`src/rtl/sipo_deserializer.sv`:
```
// sipo_deserializer: serial-to-parallel converter with word framing.
// Collects WIDTH bits strobed by en, in MSB-first or LSB-first order chosen
// at the first bit of each word. Completed words go to a registered holding
// register with a valid/ready handshake. A word that completes while the
// holding register is still full is dropped and sets a sticky overrun flag.
// Optional build macro SIPO_PARITY_EN: each frame carries one extra even-parity
// bit after the data bits, and the par_err output is added.
module sipo_deserializer #(
  parameter int unsigned WIDTH = 16,
`ifdef SIPO_PARITY_EN
  localparam int unsigned CW = $clog2(WIDTH + 1)
`else
  localparam int unsigned CW = $clog2(WIDTH)
`endif
) (
  input  logic             clk,
  input  logic             rstn,
  input  logic             d,
  input  logic             en,
  input  logic             dir,
  input  logic             clr,
  output logic [WIDTH-1:0] out,
  output logic             out_valid,
  input  logic             out_ready,
  output logic [CW-1:0]    bit_cnt,
`ifdef SIPO_PARITY_EN
  output logic             par_err,
`endif
  output logic             overrun
);

  // Counter value on which a frame completes: the parity bit, when present,
  // comes after the last data bit.
`ifdef SIPO_PARITY_EN
  localparam int unsigned LAST = WIDTH;
`else
  localparam int unsigned LAST = WIDTH - 1;
`endif

  logic [WIDTH-1:0] sh;
  logic [WIDTH-1:0] sh_shift;
  logic [WIDTH-1:0] cand;
  logic             dir_l;
  logic             dir_eff;
  logic             take;
  logic             first_bit;
  logic             last_bit;
  logic             data_bit;
  logic             complete;
  logic             load;
  logic             drop;

  // Decode of the current edge: shift value, completion and handshake outcome.
  always_comb begin
    take      = en & ~clr;
    first_bit = (bit_cnt == '0);
    last_bit  = (bit_cnt == CW'(LAST));
    // The first bit of a word uses the live dir; later bits use the latch.
    dir_eff   = first_bit ? dir : dir_l;
    sh_shift  = dir_eff ? {d, sh[WIDTH-1:1]} : {sh[WIDTH-2:0], d};
`ifdef SIPO_PARITY_EN
    // The parity bit is not part of the word, so the candidate is sh as-is.
    data_bit  = ~last_bit;
    cand      = sh;
`else
    // The completing bit is itself a data bit and belongs in the candidate.
    data_bit  = 1'b1;
    cand      = sh_shift;
`endif
    complete  = take & last_bit;
    load      = complete & (~out_valid | out_ready);
    drop      = complete & out_valid & ~out_ready;
  end

  // Accumulation state: shift register, bit counter, per-word direction latch.
  always_ff @(posedge clk or negedge rstn) begin
    if (!rstn) begin
      sh      <= '0;
      bit_cnt <= '0;
      dir_l   <= 1'b0;
    end else if (clr) begin
      sh      <= '0;
      bit_cnt <= '0;
    end else if (en) begin
      if (first_bit) begin
        dir_l <= dir;
      end
      if (data_bit) begin
        sh <= sh_shift;
      end
      bit_cnt <= complete ? '0 : bit_cnt + CW'(1);
    end
  end

  // Output holding register and handshake; a load and a consume on the same
  // edge leave out_valid high so back-to-back words see no bubble.
  always_ff @(posedge clk or negedge rstn) begin
    if (!rstn) begin
      out       <= '0;
      out_valid <= 1'b0;
`ifdef SIPO_PARITY_EN
      par_err   <= 1'b0;
`endif
    end else if (load) begin
      out       <= cand;
      out_valid <= 1'b1;
`ifdef SIPO_PARITY_EN
      // Even parity over data plus parity bit; nonzero means an error.
      par_err   <= ^{sh, d};
`endif
    end else if (out_valid && out_ready) begin
      out_valid <= 1'b0;
    end
  end

  // Sticky overrun flag, cleared only by reset or the resync input.
  always_ff @(posedge clk or negedge rstn) begin
    if (!rstn) begin
      overrun <= 1'b0;
    end else if (clr) begin
      overrun <= 1'b0;
    end else if (drop) begin
      overrun <= 1'b1;
    end
  end

endmodule

```
`config.mk`:
```
export PLATFORM = sky130hd
export DESIGN_NAME = sipo_deserializer
export DESIGN_NICKNAME = d
export VERILOG_FILES = /design/src/rtl/sipo_deserializer.sv
export SDC_FILE = /design/constraint.sdc
export NUM_CORES = 1
export LEC_CHECK = 0
export BUFFER_PORTS_ARGS = -buffer_cell sky130_fd_sc_hd__buf_2
export CORE_MARGIN = 2
export CORE_UTILIZATION = 24
export DETAILED_ROUTE_END_ITERATION = 10
export PLACE_DENSITY_LB_ADDON = 0.2
export REMOVE_ABC_BUFFERS = 1
export SLEW_MARGIN = 0
export SYNTH_ARGS = -nofsm -noshare
export SYNTH_HDL_FRONTEND = slang
export SYNTH_SLANG_ARGS = --single-unit
```
`constraint.sdc`:
```
create_clock -name clk -period 5.4 [get_ports clk]
set_clock_uncertainty 0.15 [all_clocks]
set_input_delay 0.81 -clock clk [delete_from_list [all_inputs] [get_ports clk]]
set_output_delay 0.81 -clock clk [all_outputs]
set_load 0.01 [all_outputs]
```
# Yosys cells after proc, flatten, opt, wreduce, memory -nomap -nowiden
# Cells that the tools add are included.
# Widths: inputs -> output; s select.
# word_totals
reg_bits	39
latch_bits	0
ramBits	0
rom_bits	0
elab_cells	34
memories	0
# classes
addsub	1
multipliers	0
div	0
order_cmp	0
eq_ne	1
shift	0
n_mux	11
bitwise	9
n_reduce_logical	6
# op_table
cell	n
$mux 16	3
$mux 4	3
$reduce_bool 2->1	3
$and 1x1->1	5
$mux 1	5
$add 4x1->4 const B	1
$eq 4x4->1 const B	1
$logic_not 4->1	1
$not 1->1	3
$reduce_and 2->1	1
$logic_and 1x1->1	1
$or 1x1->1	1

# Logic depth before layout (Yosys ltp)
# Gate-level depths: netlist of run 1.
# depth
word_depth	7
mapped_depth	7

# Worst setup path after synthesis of run 1
# Ideal clock, no wire load.
# synth_path
kind	input to register
start	input port en
end	register out[3]
setup_time_ps	125
arrival_ps	1838
required_ps	5125
path_slack_ps	3287
path_stages	4
path_buffers	1
cell_sequence	nand2_2 > nor4b_4 > buf_8 > mux2_4
# synth_between
elab_chain_cells	3
# synth_rtl
item	line_no	text
start, declared	19	input logic en,
$and 1x1->1	55	take = en & ~clr;
$and 1x1->1	70	complete = take & last_bit;
$and 1x1->1	71	load = complete & (~out_valid | out_ready);
end signal, assigned	105	out <= cand;
end, declared	22	output logic [WIDTH-1:0] out,
# Every way passes these cells.
# A chain may end at the register's enable or synchronous reset.

# Final worst setup path of run 1
# layout_path
start	input port en
end	register out[14]
# The elaborated chain is that of the path after synthesis.

==> results by group, run 1 <==
Outcome
  – Status: completed

Clock network
  – Number of CTS-inserted buffers: 5
  – Clock transition at path regs: 0.07 ns
  – Clock Tree Buf Depth: 2
  – Post-CTS setup buffer count: 0
  – H-tree Lvls: 2
  – CTS resizes: 0
  – Worst skew pair latency: a little under 0.3 ns
  – Root Buffer Master: clkbuf_8
  – Clk sinks: 39
  – Hold-fix buffers at CTS: 0
  – CTS tree: built

Pwr
  – Tot Pwr: 0.000593 W
  – Cell Pwr Density: about 240 nW/um^2
  – P_leak: 1.22 nW
  – Maximum vdd drop: 0.130 mV

Die
  – Top Ports: 29
  – Initial Utilization: around 25%
  – Die X: approximately 99 um
  – Cell row count: 34
  – Die area: roughly 9800 um^2
  – Core Footprint: about 8700 um^2
  – Die H: approximately 99 um

Timing
  – Slew Limit Fails: 0
  – # setup viols final: 0
  – Crit path time final: around 2.6 ns
  – RSZ-0062 raised after global routing: no
  – Highest clock rate: roughly 0.38 GHz
  – Final worst setup slack: 2.79 ns
  – Hold slack final: 0.355 ns
  – Fin crit share: about half
  – Headroom to the max-slew limit: 39.4%
  – Slew @ Worst Pin: a little over 0.9 ns
  – Final count of hold timing violations: 0
  – Final TNS setup: 0 ns

Global route
  – Pin count of the biggest net entering global routing: 40
  – Number of global-route vias before repair: 1417
  – Tot GR Track Use: 9.77%
  – First-pass GRT wire length: ~7.6 mm
  – Gr ovfl total: 0
  – Initial antenna violation count: 0

Job
  – MaxCap Viol Count: 0

Worst setup path
  – Reg2reg setup slack: roughly 3.1 ns
  – CP delay by family, top: simple AND/OR/NAND/NOR gates
  – Max incr delay on CP: ~0.61 ns
  – CP Max Fanout: 21
  – CP cell instances: buf_2 -> nand2_2 -> nor4b_4 -> buf_4 -> mux2_2
  – Crit path kind: input pin to register
  – Worst reg2reg startpoint: bit_cnt[0]$_DFFE_PN0P_
  – CP startpoint: en
  – Startpoint types: input pin
  – Critical path required time: between 5 and 6 ns
  – CP Capture Type: register
  – Worst Path Arrival: 2.64 ns
  – Slowest CP cell: nor4b_4
  – Buffers and inverters on the worst path: 2

Routing
  – Vias/cell: 4.54
  – Routed WL per cell: ~15 um
  – Number of DRC markers in iteration 0: 47
  – Routed wire length: ~4.7 mm
  – # DRC: 0
  – Antenna viol nets, final: 0
  – First-pass iteration count of the detailed router: 2
  – Vias: roughly 1400

Cells and area
  – Final cell count without fillers: approximately 320
  – Final nets: about 220
  – Share of cells above drive strength 1: between 20 and 30%
  – P&R area growth vs syn: 14.6%
  – Filler cells: ~920
  – Diodes inserted: 0

Synth
  – Post-synthesis sequential area ratio: around 45%
  – Count leader, synth: mux2i_1
  – Mapped Area: approximately 2200 um^2
  – Commonest register cell after synthesis: dfrtp_1
  – Most frequent cells after synthesis: mux2i_1 (49), dfrtp_1 (39), mux2_2 (15)
  – Syn avg cell area: 11.8 um^2
  – Distinct cell type count after synthesis: 27
  – Synth Instances: 184
  – Yosys top cell by area: dfrtp_1
  – Post-synthesis async set-or-reset flop share: 100%
  – Synthesis warning total: 0
  – Top cell type's share of synthesized area: around 45%
  – Post-synth EDFFs: 0
  – Ranking of synthesized cells by area: dfrtp_1 (45%), mux2i_1 (23%), mux2_2 (7.8%)
  – #FFs+latches synth: 39

Place
  – Placed instance count: 309
  – Pre-CTS setup slack: about 2.4 ns
  – Number of port buffers: 28
  – Hpwl dp: roughly 3.1 mm
  – GPL Wtd Cong: about 0.74

Worst hold path
  – Hold Path Class: register to register
  – Hold_sp: out[2]$_DFFE_PN0P_
[layout by cell type, fill, tap and decap left out]
cell	netlist	layout
mux2i_1	49	49
dfrtp_1	39	39
buf_2	3	28
mux2_2	15	15
inv_1	11	11
nand2b_1	11	11
o22ai_1	9	9
clkbuf_8	0	7
nor3b_1	6	5
a21o_1	5	5
nand2_1	4	4
nor2_1	3	3
a21oi_1	3	3
a22o_1	3	3
mux2_4	2	2
nand3_1	2	2
ha_1	2	2
buf_4	4	2
nor3b_2	0	1
nand2_2	1	1
nor4b_4	1	1
xor2_1	1	1
nor2b_1	1	1
o21ai_0	1	1
or4_2	1	1
or3_2	1	1
clkbuf_1	3	1
[flip-flops by register name (all words and copies together) (netlist names)]
name       count
bit_cnt        4
sh            16
overrun        1
out_valid      1
dir_l          1
out           16
[layer usage]
layer / up-vias / track usage (%) / wire [um]
li1: 698 / - / -
met1: 719 / 13.2 / 2300
met2: 20 / 15.2 / 2230
met3: 3 / 2.41 / 150
met4: 0 / 3.48 / 30
met5: - / 0 / 0
[cells by family (layout without fill, tap and decap cells)]
logic type	count (synthesis)	count (layout)	synth area share, %
compound gates	21	21	6.48
xor+xnor	1	1	0.405
simple gates	31	31	9.38
buf+inv	24	49	5.56
fa+ha+maj	2	2	1.16
flops	39	39	45.1
mux	66	66	31.9
[cell type report]
class	instances	area [um^2]	share of cell area, %
multi-input cells	121	1070	43.2
flip-flops and latches	39	976	39.4
repair buffers	30	155	6.26
well taps	108	135	5.45
clock buffers	8	100	4.04
inverters	11	41.3	1.67
[through the flow]
step	instance area [um^2]	util (%)
2_1_floorplan	2080	-
3_3_place_gp	2380	27.3
3_5_place_dp	2380	27.3
4_1_cts	2480	28.4
5_1_grt	2480	28.4
6_report	2480	28.4
[worst paths after layout]
check | endpoint | cells past startpoint
max | out[14]$_DFFE_PN0P_ | 5
min | out[2]$_DFFE_PN0P_ | 1
max reg2reg | out[14]$_DFFE_PN0P_ | 5
min reg2reg | out[2]$_DFFE_PN0P_ | 1
max in group asynchronous | out[3]$_DFFE_PN0P_ | 1
min in group asynchronous | out[9]$_DFFE_PN0P_ | 1
[power by group]
part / leakage [nW] / total, W / switching (W) / internal (W)
clock network: 0.0515 / 0.000217 / 0.000100 / 0.000117
logic: 0.667 / 0.0000634 / 0.0000319 / 0.0000315
registers: 0.499 / 0.000313 / 0.0000169 / 0.000296
total: 1.22 / 0.000593 / 0.000149 / 0.000444
Note: power is estimated with default switching activity, not from simulation.
==> run 2: changes to the inputs <==
==> constraint.sdc (replaced) <==
create_clock -name clk -period 2.6 [get_ports clk]
set_clock_uncertainty 0.15 [all_clocks]
set_input_delay 0.39 -clock clk [delete_from_list [all_inputs] [get_ports clk]]
set_output_delay 0.39 -clock clk [all_outputs]
set_load 0.01 [all_outputs]
==> run 2 against run 1 <==
Against the previous run:
- total power grew 98%
- first-iteration DRC count up 30%
- core utilization up 0.40 points
- sequential share of layout area shrank 0.55 points
- combinational power rose to 2.5 times the previous value
- clock power grew 74%
- design area grew 1.4%
- final cell count up 1.9%
- worst setup slack lost 2.1 ns
- critical path type is now register to register
- critical endpoint is now sh[11]$_DFFE_PN0P_
- largest cell class unchanged
==> results by group, run 2 (synthesis results as in run 1) <==
Die
  – Top Ports: 29 (unchanged)
  – Die X: 98.9 um (unchanged)
  – Die H: 98.9 um (unchanged)
  – Cell row count: 34 (unchanged)
  – Die area: 9780 um^2 (unchanged)
  – Initial Utilization: 24.8% (unchanged)
  – Core Footprint: 8720 um^2 (unchanged)

Clock network
  – Hold-fix buffers at CTS: 1 (+1)
  – CTS tree: built
  – Number of CTS-inserted buffers: 5 (unchanged)
  – Post-CTS setup buffer count: 0 (unchanged)
  – Clk sinks: 39 (unchanged)
  – Worst skew pair latency: 0.28 ns (about the same)
  – Clock transition at path regs: 0.07 ns (about the same)
  – Clock Tree Buf Depth: 2 (unchanged)
  – Root Buffer Master: clkbuf_8
  – CTS resizes: 0 (unchanged)
  – H-tree Lvls: 2 (unchanged)

Global route
  – Gr ovfl total: 0 (unchanged)
  – Pin count of the biggest net entering global routing: 23 (-43%)
  – Initial antenna violation count: 0 (unchanged)
  – Number of global-route vias before repair: 1536 (+8.4%)
  – Tot GR Track Use: 10.3% (+0.57 points)
  – First-pass GRT wire length: 8.09 mm (+6.9%)

Cells and area
  – Share of cells above drive strength 1: 29.8% (+1.5 points)
  – Most common cell after layout, fill and taps aside: mux2i_1
  – Commonest cells after routing, fill and taps aside: mux2i_1 (49), dfrtp_1 (39), buf_2 (28)
  – Final std cell area, no fill: 2510 um^2 (+1.4%)
  – Filler cells: 915 (-0.11%)
  – P&R area growth vs syn: 16.3%
  – Diodes inserted: 0 (unchanged)
  – FF+latch area: 976 um^2 (unchanged)
  – Final nets: 225 (+3.7%)
  – Area of the multi-input gates: 1070 um^2 (unchanged)
  – Biggest registers after layout: out (16), sh (16), bit_cnt (4)

Pwr
  – P_int: 0.000867 W (+95%)
  – Cell Pwr Density: 466 nW/um^2 (+95%)
  – Combinational share of power: 13.8% (+3.1 points)
  – Maximum vdd drop: 0.207 mV (+60%)
  – P_sw: 0.000305 W (+100%)
  – Share of power burned in the clock network: 32.2% (-4.4 points)
  – P_leak: 1.24 nW (+2.0%)
  – Sequential Power Share: 54.0% (+1.3 points)
  – Sw Share: 26.0% (+0.88 points)

Worst setup path
  – CP Capture Type: register
  – Crit path kind: register to register
  – Slowest CP cell: dfrtp_1
  – CP delay by family, top: flip-flops
  – CP Max Fanout: 17 (-19%)
  – Buffers and inverters on the worst path: 2 (unchanged)
  – Startpoint types: register
  – Worst Path Arrival: 1.94 ns (-0.70 ns)
  – Max incr delay on CP: 0.42 ns (-0.19 ns)
  – CP cell instances: inv_1 -> ha_1 -> nor3b_2 -> buf_4 -> mux2_2 -> o22ai_1
  – Critical path required time: 2.65 ns (-2.78 ns)

Routing
  – Number of DRC markers in iteration 0: 61 (+30%)
  – Routed wire length: 4.82 mm (+2.4%)
  – Antenna viol nets, final: 0 (unchanged)
  – Vias/cell: 4.54 (about the same)
  – Vias: 1467 (+1.9%)
  – First-pass iteration count of the detailed router: 4 (+2)
  – # DRC: 0 (unchanged)
  – Routed WL per cell: 14.9 um (+0.54%)

Timing
  – Crit path time final: about 1.9 ns
  – Fin crit share: 72.6%
  – Slew Limit Fails: 0 (unchanged)
  – Headroom to the max-slew limit: 66.7% (+27 points)
  – Final count of hold timing violations: 0 (unchanged)
  – RSZ-0062 raised after global routing: no
  – # setup viols final: 0 (unchanged)
  – Slew @ Worst Pin: 0.500 ns (-0.409 ns)
  – Final TNS setup: 0 ns (unchanged)
  – Highest clock rate: about 0.53 GHz

Job
  – MaxCap Viol Count: 0 (unchanged)

Place
  – Hpwl dp: 3.32 mm (+7.3%)
  – DP Area: 2430 um^2 (+2.2%)
  – GPL Wtd Cong: 0.699 (-5.4%)
  – Number of port buffers: 28 (unchanged)

Worst hold path
  – Hold Path Class: input pin to register

Outcome
  – Status: completed
-- run 2: worst min-delay path, stage by stage --
cell and delay, ns:
buf_2 0.07, nand2b_1 0.14, nand2_1 0.06
-- run 2: through the flow --
stage | total power (W) | hold WS (ns) | utilization, % | std cells | worst slack (ns)
finish | 0.00117 | 0.261 | 28.8 | 323 | 0.713
global route | 0.00124 | 0.275 | 28.8 | 323 | 0.574
CTS | 0.00120 | 0.259 | 28.8 | 323 | 0.703
detailed placement | 0.000808 | 0.242 | 27.9 | 316 | 0.723
global placement | 0.000809 | 0.237 | 27.9 | 316 | 0.714
floorplan | 0.000735 | -0.0556 | - | 171 | -0.430
-- run 2: path summary, 6_finish.rpt --
kind                                             start                    end  slack, ns  cells after the start
worst min-delay path                         out_ready  out_valid$_DFFE_PN0P_       0.26                      3
worst max-delay path            bit_cnt[0]$_DFFE_PN0P_     sh[11]$_DFFE_PN0P_       0.71                      6
max in group asynchronous                         rstn     out[3]$_DFFE_PN0P_       1.28                      3
min in group asynchronous                         rstn     out[9]$_DFFE_PN0P_       0.46                      2
worst max register to register  bit_cnt[0]$_DFFE_PN0P_     sh[11]$_DFFE_PN0P_       0.71                      6
worst min register to register      out[2]$_DFFE_PN0P_     out[2]$_DFFE_PN0P_       0.36                      1
-- run 2: cell type report --
class	instances	share of cell area, %
Clock buffer	6	2.89
Inverter	11	1.64
Multi-Input combinational cell	121	42.6
Sequential cell	39	38.8
Tap cell	108	5.38
Timing Repair Buffer	38	8.66
-- run 2: layer usage --
layer  GRT usage (%)  vias to the layer above  routed length [um]
met5               0                        -                   0
met4            2.53                        0                  23
met1            14.3                      735                2380
met2            16.3                       21                2270
met3            2.48                        2                 148
li1                -                      709                   -
-- run 2: power by group through the flow --
stage | clock (W) | sequential, W | combinational [W]
6_report | 0.000377 | 0.000633 | 0.000161
5_1_grt | 0.000429 | 0.000634 | 0.000175
4_1_cts | 0.000403 | 0.000632 | 0.000166
3_5_place_dp | 0 | 0.000644 | 0.000164
3_3_place_gp | 0 | 0.000645 | 0.000163
2_1_floorplan | 0 | 0.000654 | 0.0000809
